$ cat src/rtl/axi4_arb_pkg.sv
`default_nettype none
// ============================================================================
// Package  : axi4_arb_pkg
// Summary  : Shared types and constants for the AXI4 write-path arbiter.
// Revision : 1.0 - initial release
// ============================================================================
package axi4_arb_pkg;

    typedef enum logic [1:0] {
        IDLE = 2'd0,
        ADDR = 2'd1,
        DATA = 2'd2,
        RESP = 2'd3
    } arb_state_t;

    localparam int DEF_ADDR_W = 16;
    localparam int DEF_LEN_W  = 8;
    localparam int DEF_DATA_W = 32;
    localparam int SIZE_W     = 3;

    // Payload widths for the default configuration
    localparam int AW_PLD_W = DEF_ADDR_W + DEF_LEN_W + SIZE_W;
    localparam int W_PLD_W  = DEF_DATA_W + 1;

    localparam logic [1:0] BRESP_OKAY   = 2'b00;
    localparam logic [1:0] BRESP_SLVERR = 2'b10;

endpackage
`default_nettype wire

$ cat src/rtl/axi4_wr_arbiter_rr_arbiter.sv
`default_nettype none
// ============================================================================
// Module   : rr_arbiter
// Summary  : Combinational round-robin pick; scans last_grant+1 upward.
// Revision : 1.0 - initial release
// ============================================================================
module rr_arbiter #(
    parameter int NM    = 2,
    parameter int IDX_W = $clog2(NM)
) (
    input  logic [NM-1:0]    req,
    input  logic [IDX_W-1:0] last_grant,
    output logic [NM-1:0]    gnt,
    output logic [IDX_W-1:0] gnt_idx,
    output logic             valid
);

    logic [IDX_W-1:0] w_cand;

    always_comb begin
        gnt     = '0;
        gnt_idx = '0;
        valid   = 1'b0;
        w_cand  = '0;
        for (int k = 1; k <= NM; k++) begin
            w_cand = IDX_W'((int'(last_grant) + k) % NM);
            if (!valid && req[w_cand]) begin
                valid        = 1'b1;
                gnt_idx      = w_cand;
                gnt[w_cand]  = 1'b1;
            end
        end
    end

endmodule
`default_nettype wire

$ cat src/rtl/axi4_wr_arbiter.sv
`default_nettype none
// ============================================================================
// Module   : axi4_wr_arbiter
// Summary  : Round-robin sharing of one AXI4 slave write path (AW/W/B)
//            between NM masters, one whole burst at a time.
// Options  : AXI4_ARB_WLAST_CHECK_EN - generate WLAST from AWLEN and flag
//            master WLAST mismatches on wlast_err.
// Revision : 1.0 - initial release
// ============================================================================
module axi4_wr_arbiter
    import axi4_arb_pkg::*;
#(
    parameter int NM     = 2,
    parameter int ADDR_W = DEF_ADDR_W,
    parameter int DATA_W = DEF_DATA_W,
    parameter int LEN_W  = DEF_LEN_W
) (
    input  logic                                  ACLK,
    input  logic                                  ARESET,
    input  logic [NM*(ADDR_W+LEN_W+SIZE_W)-1:0]   m_aw_pld,
    input  logic [NM-1:0]                         m_aw_valid,
    output logic [NM-1:0]                         m_aw_ready,
    input  logic [NM*(DATA_W+1)-1:0]              m_w_pld,
    input  logic [NM-1:0]                         m_w_valid,
    output logic [NM-1:0]                         m_w_ready,
    output logic [1:0]                            m_bresp,
    output logic [NM-1:0]                         m_bvalid,
    input  logic [NM-1:0]                         m_bready,
    output logic [ADDR_W+LEN_W+SIZE_W-1:0]        s_aw_pld,
    output logic                                  s_aw_valid,
    input  logic                                  s_aw_ready,
    output logic [DATA_W:0]                       s_w_pld,
    output logic                                  s_w_valid,
    input  logic                                  s_w_ready,
    input  logic [1:0]                            s_bresp,
    input  logic                                  s_bvalid,
    output logic                                  s_bready,
    output logic [NM-1:0]                         grant,
    output logic                                  busy,
    output logic                                  wlast_err
);

    localparam int c_aw_w  = ADDR_W + LEN_W + SIZE_W;
    localparam int c_w_w   = DATA_W + 1;
    localparam int c_idx_w = $clog2(NM);

    arb_state_t           r_state;
    arb_state_t           w_next;
    logic [NM-1:0]        r_grant;
    logic [c_idx_w-1:0]   r_gidx;
    logic [c_idx_w-1:0]   r_last;

    logic [NM-1:0]        w_arb_gnt;
    logic [c_idx_w-1:0]   w_arb_idx;
    logic                 w_arb_valid;

    logic [c_aw_w-1:0]    w_aw_pld_a [NM];
    logic [c_w_w-1:0]     w_w_pld_a  [NM];

    logic                 w_sel_awv;
    logic                 w_sel_wv;
    logic                 w_sel_wlast;
    logic                 w_sel_bready;
    logic                 w_aw_hs;
    logic                 w_w_hs;
    logic                 w_b_hs;
    logic                 w_last;

    genvar gi;
    generate
        for (gi = 0; gi < NM; gi++) begin : g_unpack
            assign w_aw_pld_a[gi] = m_aw_pld[gi*c_aw_w +: c_aw_w];
            assign w_w_pld_a[gi]  = m_w_pld[gi*c_w_w +: c_w_w];
        end
    endgenerate

    rr_arbiter #(
        .NM    (NM),
        .IDX_W (c_idx_w)
    ) u_rr (
        .req        (m_aw_valid),
        .last_grant (r_last),
        .gnt        (w_arb_gnt),
        .gnt_idx    (w_arb_idx),
        .valid      (w_arb_valid)
    );

    assign w_sel_awv    = m_aw_valid[r_gidx];
    assign w_sel_wv     = m_w_valid[r_gidx];
    assign w_sel_wlast  = w_w_pld_a[r_gidx][0];
    assign w_sel_bready = m_bready[r_gidx];

    assign w_aw_hs = (r_state == ADDR) && w_sel_awv && s_aw_ready;
    assign w_w_hs  = (r_state == DATA) && w_sel_wv  && s_w_ready;
    assign w_b_hs  = (r_state == RESP) && s_bvalid  && w_sel_bready;

`ifdef AXI4_ARB_WLAST_CHECK_EN
    logic [LEN_W-1:0] r_awlen;
    logic [LEN_W-1:0] r_beat;
    logic             r_wlast_err;

    // Burst end comes from the beat count, not from the master's WLAST
    assign w_last    = (r_beat == r_awlen);
    assign wlast_err = r_wlast_err;

    always_ff @(posedge ACLK or posedge ARESET) begin
        if (ARESET) begin
            r_awlen     <= '0;
            r_beat      <= '0;
            r_wlast_err <= 1'b0;
        end else begin
            if (w_aw_hs) begin
                r_awlen <= w_aw_pld_a[r_gidx][SIZE_W +: LEN_W];
                r_beat  <= '0;
            end else if (w_w_hs) begin
                r_beat  <= r_beat + LEN_W'(1);
            end
            if (w_w_hs && (w_sel_wlast != w_last)) begin
                r_wlast_err <= 1'b1;
            end
        end
    end
`else
    assign w_last    = w_sel_wlast;
    assign wlast_err = 1'b0;
`endif

    // State register
    always_ff @(posedge ACLK or posedge ARESET) begin
        if (ARESET) begin
            r_state <= IDLE;
        end else begin
            r_state <= w_next;
        end
    end

    // Owner tracking; last_grant only advances once a burst completes
    always_ff @(posedge ACLK or posedge ARESET) begin
        if (ARESET) begin
            r_grant <= '0;
            r_gidx  <= '0;
            r_last  <= c_idx_w'(NM - 1);
        end else begin
            if ((r_state == IDLE) && w_arb_valid) begin
                r_grant <= w_arb_gnt;
                r_gidx  <= w_arb_idx;
            end else if (w_b_hs) begin
                r_grant <= '0;
                r_last  <= r_gidx;
            end
        end
    end

    // Next-state logic
    always_comb begin
        w_next = r_state;
        case (r_state)
            IDLE:    if (w_arb_valid)       w_next = ADDR;
            ADDR:    if (w_aw_hs)           w_next = DATA;
            DATA:    if (w_w_hs && w_last)  w_next = RESP;
            RESP:    if (w_b_hs)            w_next = IDLE;
            default:                        w_next = IDLE;
        endcase
    end

    // Output routing: only the owner's channel of the current phase is open
    always_comb begin
        m_aw_ready = '0;
        m_w_ready  = '0;
        m_bvalid   = '0;
        s_aw_pld   = '0;
        s_aw_valid = 1'b0;
        s_w_pld    = '0;
        s_w_valid  = 1'b0;
        s_bready   = 1'b0;
        case (r_state)
            ADDR: begin
                s_aw_pld           = w_aw_pld_a[r_gidx];
                s_aw_valid         = w_sel_awv;
                m_aw_ready[r_gidx] = s_aw_ready;
            end
            DATA: begin
                s_w_pld           = {w_w_pld_a[r_gidx][c_w_w-1:1], w_last};
                s_w_valid         = w_sel_wv;
                m_w_ready[r_gidx] = s_w_ready;
            end
            RESP: begin
                m_bvalid[r_gidx] = s_bvalid;
                s_bready         = w_sel_bready;
            end
            default: ;
        endcase
    end

    assign m_bresp = s_bresp;
    assign grant   = r_grant;
    assign busy    = (r_state != IDLE);

endmodule
`default_nettype wire
$ cat config.mk
export PLATFORM = sky130hd
export DESIGN_NAME = axi4_wr_arbiter
export DESIGN_NICKNAME = d
export VERILOG_FILES = /design/src/rtl/axi4_arb_pkg.sv /design/src/rtl/axi4_wr_arbiter_rr_arbiter.sv /design/src/rtl/axi4_wr_arbiter.sv
export SDC_FILE = /design/constraint.sdc
export NUM_CORES = 1
export LEC_CHECK = 0
export ABC_CLOCK_PERIOD_IN_PS = 2900
export CORE_AREA = 2 2 81 83
export DETAILED_ROUTE_END_ITERATION = 10
export DIE_AREA = 0 0 83 85
export DONT_BUFFER_PORTS = 1
export GPL_ROUTABILITY_DRIVEN = 0
export HOLD_SLACK_MARGIN = 0.12
export SETUP_SLACK_MARGIN = 0.5
export SLEW_MARGIN = 25
export SYNTH_ARGS = -nofsm -noshare
export SYNTH_HDL_FRONTEND = slang
export SYNTH_SLANG_ARGS = --single-unit
$ cat constraint.sdc
create_clock -name ACLK -period 2.9 [get_ports ACLK]
set_input_delay 0.58 -clock ACLK [delete_from_list [all_inputs] [get_ports ACLK]]
set_output_delay 0.58 -clock ACLK [all_outputs]
set_load 0.03 [all_outputs]
==> reports/qor.yml, run 1 <==
setup.worst_path.start_class: "flip-flop"
cts_tree: "done"
crit_path_cell_trace: "buf_12 > mux2i_1 > nor2b_1"
antennaDiodeCount: 0
holdBufCountCts: 0
largest_net_degree_at_the_start_of_global_routing: 39
synth-async-reset-ratio: 1.000
path_clk_slew_ns: 0.04
clock_sinks: 6
num_io_pins: 208
critPathCaptureType: "output port"
initial_utilization: 0.2444
synth_enable_flop_cells: 0
post-dp-hpwl_um: 3447
timing.fmax_mhz: 419.6
multi_input_area_mm2: 0.001318
clock_tree.htree_level_count: 1
crit-reg2reg-capture: "r_state[1]"
finalHoldViolations: 0
rsz0062_at_grt: "true"
grt.total_usage: 0.1025
ir_worst_vdd_mv: 0.5963
num-nets-final: 336
reg2reg_slack_ns: 0.92
synth_seq_area_share: 0.09983
fin_crit_share: 0.8218
postSynth.topFlopCell: "sky130_fd_sc_hd__dfrtp_1"
portBuffers: 0
antenna_violations_before_repair: 0
cp_num_buf_inv: 1
cpLargestDelayFamily: "flip-flops"
ffs_latches_synth: 6
yosys_warnings: 0
worstSkewPairLatency_ns: 0.22
post_route_cells_drive_above_1_share: 0.2828
drt_first_pass_iters: 4
outcome: "complete, no violations"
worstHoldPathType: "in2async"
syn-num-nets: 328
first_global_vias: 1250
total_negative_setup_slack_ns: 0
power-per-cell-area_mw_per_mm2: 1326
report.final.setup_viol: 0
yosysMostFrequentCell: "sky130_fd_sc_hd__mux2i_1"
core_area_mm2: 0.006205
fill_count: 651
die_area_mm2: 0.007055
critPathSlowestCell: "sky130_fd_sc_hd__dfrtp_4"
setup.worst_path.class: "reg2out"
postSynthCellCount: 191
critical_path.reg2reg.startpoint: "r_gidx"
max_slew_margin: 0.6010
count_of_distinct_cell_types_in_the_synthesized_netlist: 23
area_share_of_the_largest_cell_type_after_synthesis: 0.4224
crit_arrival_ns: 1.80
report.power.total_uw: 2422
fp-row-count: 29
syn-mean-instance-area_um2: 7.940
critPathMaxStageDelay_ns: 0.69
r2r_cells: 5
synth.cells.most_frequent: "64 x sky130_fd_sc_hd__mux2i_1, 63 x sky130_fd_sc_hd__nor2b_1, 8 x sky130_fd_sc_hd__clkbuf_1"
cp-startpoint: "r_gidx"
crit_required_ns: 2.32
clk_root_buffer_cell: "sky130_fd_sc_hd__clkbuf_8"
die_width_um: 83
areaGrowthSynthToFinish_pct: 20.46
power.leakage_uw: 0.0008822
fin_crit_ns: 2.383
cp_max_fanout: 34
tritoncts_buffers: 3
final_max_slew_viol_count: 0
pin_slew_with_the_least_headroom_to_its_limit_ns: 0.5973
cts_buffer_depth: 2
register_area_um2: 155.1
vias: 1356
synth_area_leaders: "sky130_fd_sc_hd__mux2i_1 42%, sky130_fd_sc_hd__nor2b_1 26%, sky130_fd_sc_hd__dfrtp_1 8.3%"
synthesis.area_mm2: 0.001516
floorplan.die.height_um: 85
synthDominantAreaCellType: "sky130_fd_sc_hd__mux2i_1"
grt.overflow.total: 0
clock_skews_ns: 0.005740
max_cap_violation_count: 0
totalWireLength_um: 4401
detail-route-antenna-nets: 0
grt_first_pass_wirelength_um: 6113
drt-wirelength-per-cell_um: 16.00
drt-vias-per-instance: 4.931
detail_route.drc_violations: 0
detail_route.iter0.violations: 22
## how the worst max path moves through the flow
stage                         endpoint  slack, ns  cells after the start
after floorplan            s_w_pld[22]       0.77                      5
after global placement     s_aw_pld[1]       0.61                      3
after detailed placement  s_aw_pld[24]       0.57                      3
after CTS                  s_aw_pld[2]       0.47                      4
after global routing      s_aw_pld[20]       0.40                      4
final                     s_aw_pld[20]       0.52                      3
## power by group
group	switching [µW]	leakage, µW	internal (µW)
clock network	38.1	0.0000228	94.7
logic	1260	0.000791	755
registers	141	0.0000689	138
total	1430	0.000882	988
## metal layers
| layer | global-route usage | vias to the layer above | wire (µm) |
|---|---|---|---|
| met5 | 0 | - | 0 |
| met4 | 0.01490 | 0 | 14 |
| met3 | 0.01654 | 2 | 301 |
| met2 | 0.2053 | 87 | 2404 |
| met1 | 0.1152 | 619 | 1680 |
| li1 | - | 648 | - |
## layout by cell type (no fill, tap or decap), types with 4 or more instances in the layout
master	Yosys	layout
sky130_fd_sc_hd__nor2_1	7	6
sky130_fd_sc_hd__nand2_1	7	7
sky130_fd_sc_hd__buf_4	5	19
sky130_fd_sc_hd__dfrtp_1	5	4
sky130_fd_sc_hd__inv_1	6	6
sky130_fd_sc_hd__ha_1	4	4
sky130_fd_sc_hd__nor2b_1	63	37
sky130_fd_sc_hd__mux2i_1	64	64
sky130_fd_sc_hd__nor2b_2	0	26
## area by class of cell
class / instances / share of cell area
multi-input combinational: 161 / 0.7212
inverter: 6 / 0.01233
tap: 77 / 0.05274
sequential: 6 / 0.08493
clock buffer: 4 / 0.02466
timing repair buffer: 21 / 0.1041
## what timing repair did
item / CTS / global route
buffers inserted: 1 / 0
gates resized for setup: 8 / 19
endpoints found under the setup margin: 35 / 24
## sequential cells by signal, summed over array words and instances (netlist names)
name / cells
grant: 2
r_gidx: 1
r_last: 1
r_state: 2
## kinds of logic (layout without fill, tap and decap cells)
logic type,count (synthesis),after routing,synth area share
mux,66,66,0.4373
compound gates,9,9,0.04044
fa+ha+maj,4,4,0.03300
simple gates,81,81,0.3111
flops,6,6,0.09984
other cells,1,1,0.002473
buf+inv,24,31,0.07591
## worst register-to-register path: stages, from the launching register on
cell	delay (ns)
sky130_fd_sc_hd__dfrtp_4	0.64
sky130_fd_sc_hd__buf_16	0.25
sky130_fd_sc_hd__mux2i_1	0.15
sky130_fd_sc_hd__o31ai_1	0.26
sky130_fd_sc_hd__o2111ai_1	0.21
sky130_fd_sc_hd__mux2_1	0.35
## through the flow
| stage | area (µm²) | instances | util | worst slack, ns | hold WS [ns] |
|---|---|---|---|---|---|
| 5_1_grt | 1827 | 275 | 0.2944 | 0.4038 | 0.1742 |
| 6_report | 1827 | 275 | 0.2944 | 0.5169 | 0.1592 |
| 3_3_place_gp | 1687 | 270 | 0.2718 | 0.6138 | 0.3998 |
| 3_5_place_dp | 1687 | 270 | 0.2718 | 0.5743 | 0.3974 |
| 2_1_floorplan | 1516 | 191 | - | 0.7656 | 0.3702 |
| 4_1_cts | 1779 | 275 | 0.2868 | 0.4739 | 0.1681 |
(Power assumes the default switching activity.)
==> run 2: changes to the inputs <==
--- a/config.mk
+++ b/config.mk
@@ -5,7 +5,7 @@
 export SDC_FILE = /design/constraint.sdc
 export NUM_CORES = 1
 export LEC_CHECK = 0
-export ABC_CLOCK_PERIOD_IN_PS = 2900
+export ABC_CLOCK_PERIOD_IN_PS = 2300
 export CORE_AREA = 2 2 81 83
 export DETAILED_ROUTE_END_ITERATION = 10
 export DIE_AREA = 0 0 83 85
==> constraint.sdc (replaced) <==
create_clock -name ACLK -period 2.3 [get_ports ACLK]
set_input_delay 0.46 -clock ACLK [delete_from_list [all_inputs] [get_ports ACLK]]
set_output_delay 0.46 -clock ACLK [all_outputs]
set_load 0.03 [all_outputs]
==> run 2 against run 1 <==
Net effect:
- die area did not move
- combinational power rose by 100%
- setup slack got worse by 0.12 ns
- global-route usage rose by 0.80 points
- routed wire length rose by 27%
==> reports/qor.yml, run 2 (synthesis results as in run 1) <==
path_clk_slew_ns: 0.04  # about the same
met2_length_um: 3122  # was 2404 µm
drt_first_pass_iters: 4  # unchanged
clock_tree.htree_level_count: 1  # unchanged
drt-vias-per-instance: 5.159  # was 4.931
clock_skews_ns: 0.007247  # was 0.005740 ns
die_area_mm2: 0.007055  # unchanged
fin_crit_share: 0.8270
antennaDiodeCount: 0  # unchanged
detail-route-antenna-nets: 0  # unchanged
cp_max_fanout: 10  # was 34
report.final.setup_viol: 0  # unchanged
wl_met3_um: 314  # was 301 µm
detail_route.drc_violations: 0  # unchanged
total_negative_setup_slack_ns: 0  # unchanged
post-dp-hpwl_um: 3497  # was 3447 µm
num_io_pins: 208  # unchanged
drt-wirelength-per-cell_um: 19.81  # was 16.00 µm
cts_buffer_depth: 2  # unchanged
leading_cell_type_in_the_layout_fill_and_taps_excluded: "sky130_fd_sc_hd__nor2b_4"  # was sky130_fd_sc_hd__mux2i_1
portBuffers: 0  # unchanged
num-nets-final: 344  # was 336
crit_required_ns: 1.84  # was 2.32 ns
critical_path.reg2reg.startpoint: "r_gidx"  # unchanged
totalWireLength_um: 5606  # was 4401 µm
rsz0062_at_grt: "true"  # unchanged
power.leakage_uw: 0.001051  # was 0.0008822 µW
cp-startpoint: "r_gidx"  # unchanged
critPathCaptureType: "output port"  # unchanged
final_cell_mix: "56 x sky130_fd_sc_hd__nor2b_4, 36 x sky130_fd_sc_hd__mux2i_2, 27 x sky130_fd_sc_hd__mux2i_1, 14 x sky130_fd_sc_hd__buf_4, 7 x sky130_fd_sc_hd__nand2_1"  # was 64 x sky130_fd_sc_hd__mux2i_1, 37 x sky130_fd_sc_hd__nor2b_1, 26 x sky130_fd_sc_hd__nor2b_2, 19 x sky130_fd_sc_hd__buf_4, 7 x sky130_fd_sc_hd__nand2_1
antenna_violations_before_repair: 0  # unchanged
clk_root_buffer_cell: "sky130_fd_sc_hd__clkbuf_8"  # unchanged
first_global_vias: 1263  # was 1250
floorplan.die.height_um: 85  # unchanged
largest_net_degree_at_the_start_of_global_routing: 40  # was 39
max_cap_violation_count: 0  # unchanged
post_route_cells_drive_above_1_share: 0.6990  # was 0.2828
worstSkewPairLatency_ns: 0.22  # about the same
detail_route.iter0.violations: 23  # was 22
fp-row-count: 29  # unchanged
maxUsedRoutingLayer: "met4"  # unchanged
die_width_um: 83  # unchanged
finalHoldViolations: 0  # unchanged
core_area_mm2: 0.006205  # unchanged
grt.total_usage: 0.1105  # was 0.1025
timing.fmax_mhz: 525.7
ir_worst_vdd_mv: 0.8466  # was 0.5963 mV
power-per-cell-area_mw_per_mm2: 1694  # was 1326 mW/mm²
final_max_slew_viol_count: 0  # unchanged
m1WireLength_um: 2097  # was 1680 µm
setup.worst_path.class: "reg2out"  # unchanged
initial_utilization: 0.2444  # unchanged
detailed_place.area_mm2: 0.001777  # was 0.001687 mm²
tritoncts_buffers: 3  # unchanged
grt.overflow.total: 0  # unchanged
crit_arrival_ns: 1.44  # was 1.80 ns
outcome: "complete, no violations"  # unchanged
final_cell_area_mm2: 0.002643  # was 0.001827 mm²
worstHoldStart: "m_aw_valid[0]"
fin_crit_ns: 1.902
clock_sinks: 6  # unchanged
areaGrowthSynthToFinish_pct: 74.26  # was 20.46%
worstHoldPathType: "in2reg"  # was in2async
cts_tree: "done"  # unchanged
vias: 1460  # was 1356
setup.worst_path.start_class: "flip-flop"  # unchanged
grt_first_pass_wirelength_um: 6555  # was 6113 µm
-- run 2: changes by cell type in the layout (fill, tap and decap cells not counted), moves of 3 or more --
cell,change
sky130_fd_sc_hd__buf_16,+3
sky130_fd_sc_hd__nor2b_4,+56
sky130_fd_sc_hd__mux2i_2,+36
sky130_fd_sc_hd__buf_4,-5
sky130_fd_sc_hd__buf_12,+3
sky130_fd_sc_hd__nor2b_1,-31
sky130_fd_sc_hd__inv_1,-3
sky130_fd_sc_hd__nor2b_2,-25
sky130_fd_sc_hd__clkbuf_16,+5
sky130_fd_sc_hd__mux2i_1,-37
sky130_fd_sc_hd__and3_1,-3
sky130_fd_sc_hd__inv_2,+3
-- run 2: path summary, 6_finish.rpt --
| kind | to | slack [ns] | cells past startpoint |
|---|---|---|---|
| hold / removal | grant[0] | 0.45 | 2 |
| min in group asynchronous | r_gidx | 0.59 | 2 |
| setup reg to reg | r_state[1] | 0.44 | 5 |
| setup / recovery | s_bready | 0.40 | 4 |
| hold reg to reg | r_state[1] | 0.58 | 1 |
| max in group asynchronous | r_last | 1.45 | 2 |
-- run 2: through the flow --
stage | total power (µW) | setup WS (ns) | utilization | std cells | hold slack (ns)
after floorplan | 2580 | 0.4345 | - | 191 | 0.2502
after global placement | 2801 | 0.4636 | 0.2863 | 262 | 0.2773
after detailed placement | 2857 | 0.4170 | 0.2863 | 262 | 0.2803
after CTS | 3802 | 0.3564 | 0.3636 | 269 | 0.4514
after global routing | 4678 | 0.3469 | 0.4259 | 283 | 0.4645
final | 4476 | 0.3979 | 0.4259 | 283 | 0.4484
-- run 2: critical path, cell delays in order (launching register included) --
cell and delay (ns):
sky130_fd_sc_hd__dfrtp_4 0.57, sky130_fd_sc_hd__buf_16 0.19, sky130_fd_sc_hd__mux2i_4 0.19, sky130_fd_sc_hd__nor2b_1 0.10, sky130_fd_sc_hd__buf_4 0.16
-- run 2: report_power, final --
group / switching, µW / internal (µW) / total [µW] / leakage, µW
registers: 124 / 177 / 301 / 0.0000679
logic: 2060 / 1950 / 4010 / 0.000961
clock network: 43.1 / 119 / 162 / 0.0000228
-- run 2: final cells by class --
class,instances,area [µm²]
Clock buffer,4,45.04
Fill cell,583,3562
Inverter,6,22.52
Multi-Input combinational cell,161,1881
Sequential cell,6,156.4
Tap cell,77,96.34
Timing Repair Buffer,29,441.7
-- run 2: routing by layer --
layer | track usage | up-vias
met5 | 0 | -
met2 | 0.2177 | 89
met3 | 0.01751 | 6
met4 | 0.01639 | 0
li1 | - | 672
met1 | 0.1271 | 693
-- run 2: timing repair --
item                                   CTS  global route
setup buffers                            0             8
cloned                                   2             6
hold buffers                             1             0
pin swaps                                0             1
resized for setup                       76            48
setup endpoints to repair               69            71
endpoints found under the hold margin    5             0
